**src/rtl/apb_slv_pkg.sv**
```systemverilog
// Shared types and constants for the APB completer memory.
package apb_slv_pkg;

  localparam int unsigned APB_ADDR_W = 8;
  localparam int unsigned APB_DATA_W = 8;
  localparam int unsigned WAIT_CNT_W = 4;

  typedef enum logic [1:0] {
    IDLE,
    SETUP,
    WAIT,
    ACCESS
  } apb_slv_state_e;

endpackage

```
**src/rtl/apb_slv_regfile.sv**
```systemverilog
// DEPTH x DATA_W storage: async reset, one write port, one combinational read port.
module apb_slv_regfile #(
  parameter int unsigned ADDR_W = 8,
  parameter int unsigned DATA_W = 8,
  parameter int unsigned DEPTH  = 256
) (
  input  logic              clk,
  input  logic              rst_n,
  input  logic              we,
  input  logic [ADDR_W-1:0] waddr,
  input  logic [DATA_W-1:0] wdata,
  input  logic [ADDR_W-1:0] raddr,
  output logic [DATA_W-1:0] rdata
);

  localparam int unsigned IdxW = (DEPTH > 1) ? $clog2(DEPTH) : 1;

  logic [DATA_W-1:0] mem [DEPTH];

  // Callers only write in-range addresses; out-of-range reads are masked upstream.
  always_ff @(posedge clk or negedge rst_n) begin
    if (!rst_n) begin
      for (int unsigned i = 0; i < DEPTH; i++) begin
        mem[i] <= '0;
      end
    end else if (we) begin
      mem[waddr[IdxW-1:0]] <= wdata;
    end
  end

  assign rdata = mem[raddr[IdxW-1:0]];

endmodule

```
**src/rtl/apb_slave_mem.sv**
```systemverilog
// APB3 completer backed by a byte-wide register file, with programmable wait states.
// Define APB_SLV_RO_EN to make addresses >= RO_BASE read-only (writes there error out).
module apb_slave_mem
  import apb_slv_pkg::*;
#(
  parameter int unsigned       ADDR_W      = APB_ADDR_W,
  parameter int unsigned       DATA_W      = APB_DATA_W,
  parameter int unsigned       DEPTH       = 256,
  parameter int unsigned       WAIT_CYCLES = 1,
  parameter logic [ADDR_W-1:0] RO_BASE     = 8'hF0
) (
  input  logic              PCLK,
  input  logic              PRESETn,
  input  logic              PSEL,
  input  logic              PENABLE,
  input  logic              PWRITE,
  input  logic [ADDR_W-1:0] PADDR,
  input  logic [DATA_W-1:0] PWDATA,
  output logic [DATA_W-1:0] PRDATA,
  output logic              PREADY,
  output logic              PSLVERR
);

`ifdef APB_SLV_RO_EN
  localparam bit RoEn = 1'b1;
`else
  localparam bit RoEn = 1'b0;
`endif

  localparam logic [ADDR_W:0]       DepthW   = (ADDR_W + 1)'(DEPTH);
  localparam logic [WAIT_CNT_W-1:0] WaitLoad =
      (WAIT_CYCLES >= 2) ? WAIT_CNT_W'(WAIT_CYCLES - 2) : '0;

  apb_slv_state_e        state_q, state_d;
  logic [WAIT_CNT_W-1:0] cnt_q, cnt_d;
  logic [ADDR_W-1:0]     addr_q;
  logic [DATA_W-1:0]     wdata_q;
  logic                  write_q;
  logic                  err_q;

  logic                  take_setup;
  logic                  setup_err;
  logic                  complete;
  logic                  we;
  logic [ADDR_W-1:0]     cur_addr;
  logic [DATA_W-1:0]     cur_wdata;
  logic                  cur_write;
  logic                  cur_err;
  logic [DATA_W-1:0]     rdata;

  assign take_setup = PSEL && !PENABLE && (state_q == IDLE || state_q == ACCESS);
  assign setup_err  = ({1'b0, PADDR} >= DepthW) || (RoEn && PWRITE && (PADDR >= RO_BASE));

  always_ff @(posedge PCLK or negedge PRESETn) begin
    if (!PRESETn) begin
      state_q <= IDLE;
      cnt_q   <= '0;
    end else begin
      state_q <= state_d;
      cnt_q   <= cnt_d;
    end
  end

  // The registered PREADY is decided one edge ahead: SETUP is the first access-phase
  // cycle and WAIT covers the remaining PREADY-low cycles, so completion takes
  // WAIT_CYCLES+1 access cycles.
  always_comb begin
    state_d = state_q;
    cnt_d   = cnt_q;
    unique case (state_q)
      IDLE, ACCESS: begin
        if (take_setup) begin
          state_d = (WAIT_CYCLES == 0) ? ACCESS : SETUP;
        end else begin
          state_d = IDLE;
        end
      end
      SETUP: begin
        if (!PSEL) begin
          state_d = IDLE;
        end else if (PENABLE) begin
          if (WAIT_CYCLES <= 1) begin
            state_d = ACCESS;
          end else begin
            state_d = WAIT;
            cnt_d   = WaitLoad;
          end
        end
      end
      WAIT: begin
        if (!PSEL || !PENABLE) begin
          state_d = IDLE;
        end else if (cnt_q == '0) begin
          state_d = ACCESS;
        end else begin
          cnt_d = cnt_q - 1'b1;
        end
      end
      default: state_d = IDLE;
    endcase
  end

  // Zero-wait transfers complete on the setup edge, so the live bus feeds the access.
  always_comb begin
    cur_addr  = take_setup ? PADDR : addr_q;
    cur_wdata = take_setup ? PWDATA : wdata_q;
    cur_write = take_setup ? PWRITE : write_q;
    cur_err   = take_setup ? setup_err : err_q;
    complete  = (state_d == ACCESS);
    we        = complete && cur_write && !cur_err;
  end

  always_ff @(posedge PCLK or negedge PRESETn) begin
    if (!PRESETn) begin
      addr_q  <= '0;
      wdata_q <= '0;
      write_q <= 1'b0;
      err_q   <= 1'b0;
      PRDATA  <= '0;
      PREADY  <= 1'b0;
      PSLVERR <= 1'b0;
    end else begin
      if (take_setup) begin
        addr_q  <= PADDR;
        wdata_q <= PWDATA;
        write_q <= PWRITE;
        err_q   <= setup_err;
      end
      PREADY  <= complete;
      PSLVERR <= complete && cur_err;
      if (complete && !cur_write) begin
        PRDATA <= cur_err ? '0 : rdata;
      end
    end
  end

  apb_slv_regfile #(
    .ADDR_W(ADDR_W),
    .DATA_W(DATA_W),
    .DEPTH (DEPTH)
  ) u_regfile (
    .clk  (PCLK),
    .rst_n(PRESETn),
    .we   (we),
    .waddr(cur_addr),
    .wdata(cur_wdata),
    .raddr(cur_addr),
    .rdata(rdata)
  );

endmodule

```
**config.mk**
```make
export PLATFORM = sky130hd
export DESIGN_NAME = apb_slave_mem
export DESIGN_NICKNAME = d
export VERILOG_FILES = /design/src/rtl/apb_slv_pkg.sv /design/src/rtl/apb_slv_regfile.sv /design/src/rtl/apb_slave_mem.sv
export SDC_FILE = /design/constraint.sdc
export NUM_CORES = 2
export LEC_CHECK = 0
export CAP_MARGIN = 10
export CORE_MARGIN = 4
export CORE_UTILIZATION = 34
export CTS_CLUSTER_DIAMETER = 150
export CTS_CLUSTER_SIZE = 25
export DETAILED_ROUTE_END_ITERATION = 7
export DONT_BUFFER_PORTS = 1
export SYNTH_ARGS = -nofsm -noshare
export SYNTH_HDL_FRONTEND = slang
export SYNTH_SLANG_ARGS = --single-unit
```
**constraint.sdc**
```tcl
create_clock -name PCLK -period 4.2 [get_ports PCLK]
set_input_delay 0.84 -clock PCLK [delete_from_list [all_inputs] [get_ports PCLK]]
set_output_delay 0.84 -clock PCLK [all_outputs]
set_load 0.01 [all_outputs]
```
==> key figures <==
Placed design
  • Area after DPL: 100,000 µm²
  • Final Wtd Congestion: 0.897
  • PortBufs: 0
  • DP Worst Slack: -0.840 ns
  • Detailed placer's ending HPWL: 199 mm

Synth
  • EDFF count, synth: 0
  • Asr flop ratio synth: 100%
  • Synthesized area: 92,800 µm²
  • Syn_nets: 9,875
  • Mapped Cells: 9,851
  • Mean Syn Cell Area: 9.42 µm²
  • Post-synth cell types: 71
  • YS warnings: 0
  • FF+latch count, synth: 2,082
  • Top FF cell, synth: dfrtp_1
  • Sequential fraction of the synthesis area: 56.1%

Setup path
  • CP Class: flip-flop to flip-flop
  • Reg-to-reg slack, setup: 0.01 ns
  • Slowest cell on crit path: nor4_1
  • Most common cell on crit path: buf_12
  • Reg2Reg Capture Point: PRDATA[3]
  • R2R Path Start: state_q[0]
  • Crit path capture type: flip-flop
  • CP Data Arrival Time: 4.93 ns
  • Max incr delay on CP: 0.61 ns
  • CP startpoint kind: flip-flop
  • Crit. Startpoint: state_q[0]
  • Required time of the critical path: 4.94 ns
  • Critical-path cell list: inv_1 > ha_2 > nand3b_4 > buf_12 > a21oi_4 > buf_12 > buf_16 > nand2_1 > nand3_1 > a21oi_1 > nor4_1 > a41oi_1 > buf_4 > nor3_1 > a22o_1
  • R2R cell count: 15
  • Crit Path Max Fanout: 68

Worst hold path
  • HP Class: primary input to async pin

Floorplan
  • DIE WIDTH: 530 µm
  • Die Y: 530 µm
  • I/O Pins: 31
  • Total Die Area: 281,000 µm²
  • Row count: 191
  • Core box area: 271,000 µm²
  • Initial Util: 34.2%

Power
  • Power Dens Cells: 382 nW/µm²
  • Total chip power: 39,300 µW
  • Leak Pwr: 0.0461 µW
  • VDD IR max: 0.303 mV

Timing
  • Max-slew headroom: 11.8%
  • Min Tclk post-route: 4.19 ns
  • Final Hold Vio Count: 0
  • F_max: 239 MHz
  • Setup Skew: 0.0548 ns
  • WHS: 0.00544 ns
  • Slew Viols, Final: 0
  • Slew of the pin with the lowest slew margin: 1.32 ns
  • Setup Viol. Count Final: 0
  • Final period util: 99.6%
  • Post-route setup slack: 0.0148 ns

Finish
  • Most common cell after layout, fill and taps aside: a21oi_1
  • Commonest cells after routing, fill and taps aside: a21oi_1, nor2_1, dfrtp_1
  • Area Growth Syn to Fin: 11.0%
  • Net count, final: 9,802
  • Post-layout util: 38.0%
  • Finished layout cell area: 103,000 µm²
  • Layout cell share with drive strength beyond 1: 12.3%

Status
  • Status: finished clean

Route
  • Routed length per instance: 22.9 µm
  • Routed Antenna Nets: 0
  • Vias per inst: 5.49
  • Initial DRC count: 8,373
  • WL final: 305 mm
  • DRT Pass-1 Iters: 6
  • Total number of vias: 73,310
  • DRC errors left: 0

Flow run
  • Max Cap Viol: 0

Clocking
  • H-tree levels: 3
  • Clock Latency Late Sink: 0.82 ns
  • Clock-pin slew on the worst setup and hold paths: 0.10 ns
  • Clock Sinks: 2,082
  • Clk buf depth: 3
  • CTS Buf Count: 93
  • CTS tree: built
  • CTS root buf: clkbuf_16

Global route
  • Largest net degree at the start of global routing: 292
  • Gr usage total: 21.3%
  • Global-route wire length before repair: 460 mm
  • Grt total ovfl: 0
  • Initial antenna violation count: 7
  • Vias in the first global route: 70,915
## where the power goes
part / internal, µW / switching [µW] / total [µW]
combinational: 2330 / 6340 / 8670
sequential: 20100 / 46.2 / 20100
clock: 4070 / 6490 / 10600
## what timing repair did
action	CTS	global route
setup buffers	1	7
pin swaps	0	3
endpoints found under the hold margin	213	0
endpoints found under the setup margin	5	181
resized for setup	18	23
cloned	0	2
hold buffers	2	0
## per-stage QoR
step,TNS (ns),instances
6_report,0,13357
5_1_grt,-0.0307,13356
4_1_cts,0,13342
3_5_place_dp,-228.41,13237
3_3_place_gp,-186.71,13237
2_1_floorplan,0,9851
## synthesized netlist by cell type (all sizes together) (3+ instances only)
cell     instances  share of area [%]
nand4           32               0.22
inv             21              0.088
a32oi           15               0.14
and3            15               0.10
a21oi         2180                 12
a221oi           4              0.057
o21a             3              0.024
a21o             5              0.040
mux4           168                4.1
o211ai           4              0.032
a211o            3              0.028
dfrtp         2082                 56
ha               3              0.040
a31oi           79               0.54
a41oi            9              0.085
nand3          461                2.5
o22ai           22               0.15
a32o             3              0.032
buf            435                2.5
a22o            14               0.13
nor3             7              0.038
clkbuf         373                1.5
o31ai            3              0.024
o21ai           21               0.11
and2             3              0.020
a22oi           58               0.47
o221ai          53               0.50
a2111oi         36               0.34
a311oi          17               0.16
mux2i          242                2.6
nand2         1086                4.5
o41ai            3              0.028
a211oi          15               0.12
nor4            13              0.088
nand2b          10              0.067
nor2          2331                 11
## area by class of cell
class | instances | area (µm²)
antenna | 2 | 5.00
clock inverter | 8 | 125
inverter | 22 | 111
tap | 3570 | 4470
clock buffer | 94 | 2350
timing repair buffer | 640 | 6500
multi-input combinational | 6939 | 37300
fill | 26584 | 168000
sequential | 2082 | 52100
## sequential cells by signal, summed over array words and instances, names as in the netlist
name,flops
PSLVERR,1
state_q,2
u_regfile.mem,2048
err_q,1
PREADY,1
PRDATA,8
cnt_q,4
addr_q,8
wdata_q,8
write_q,1
## logic make-up after synthesis
group                    after synthesis  synth area share [%]
AO/OA/AOI/OAI                       2554                  14.8
XOR/XNOR                               2                0.0189
adder cells (fa/ha/maj)                3                0.0405
buffers and inverters                830                  4.07
flip-flops                          2082                  56.1
multiplexers                         412                  6.74
AND/OR/NAND/NOR                     3968                  18.1
## worst max path at each step
stage,end,slack [ns],cells after the start
6_report,PRDATA[3],0.01,15
5_1_grt,PRDATA[0],-0.03,16
4_1_cts,PRDATA[3],0.008,15
3_5_place_dp,u_regfile.mem[1687],-0.84,5
3_3_place_gp,u_regfile.mem[1672],-0.74,5
2_1_floorplan,PRDATA[0],0.96,10
## worst max-delay path: cells and delay by family (launching register included)
kind	cells	cell delay (ns)
adders and majority gates	1	0.41
DFF	1	0.41
and+or+nand+nor	5	1.31
AOI/OAI and AO/OA	4	0.81
buffers and inverters	5	1.06
## layer usage
layer	part of all wire, %	GRT usage [%]	vias up
met3	7.1	3.16	554
met4	4.9	9.36	4
met5	0.0088	0	-
met1	42	29.4	36736
li1	-	-	33292
met2	46	33.3	2724
Power figures use the tool's default switching activity.
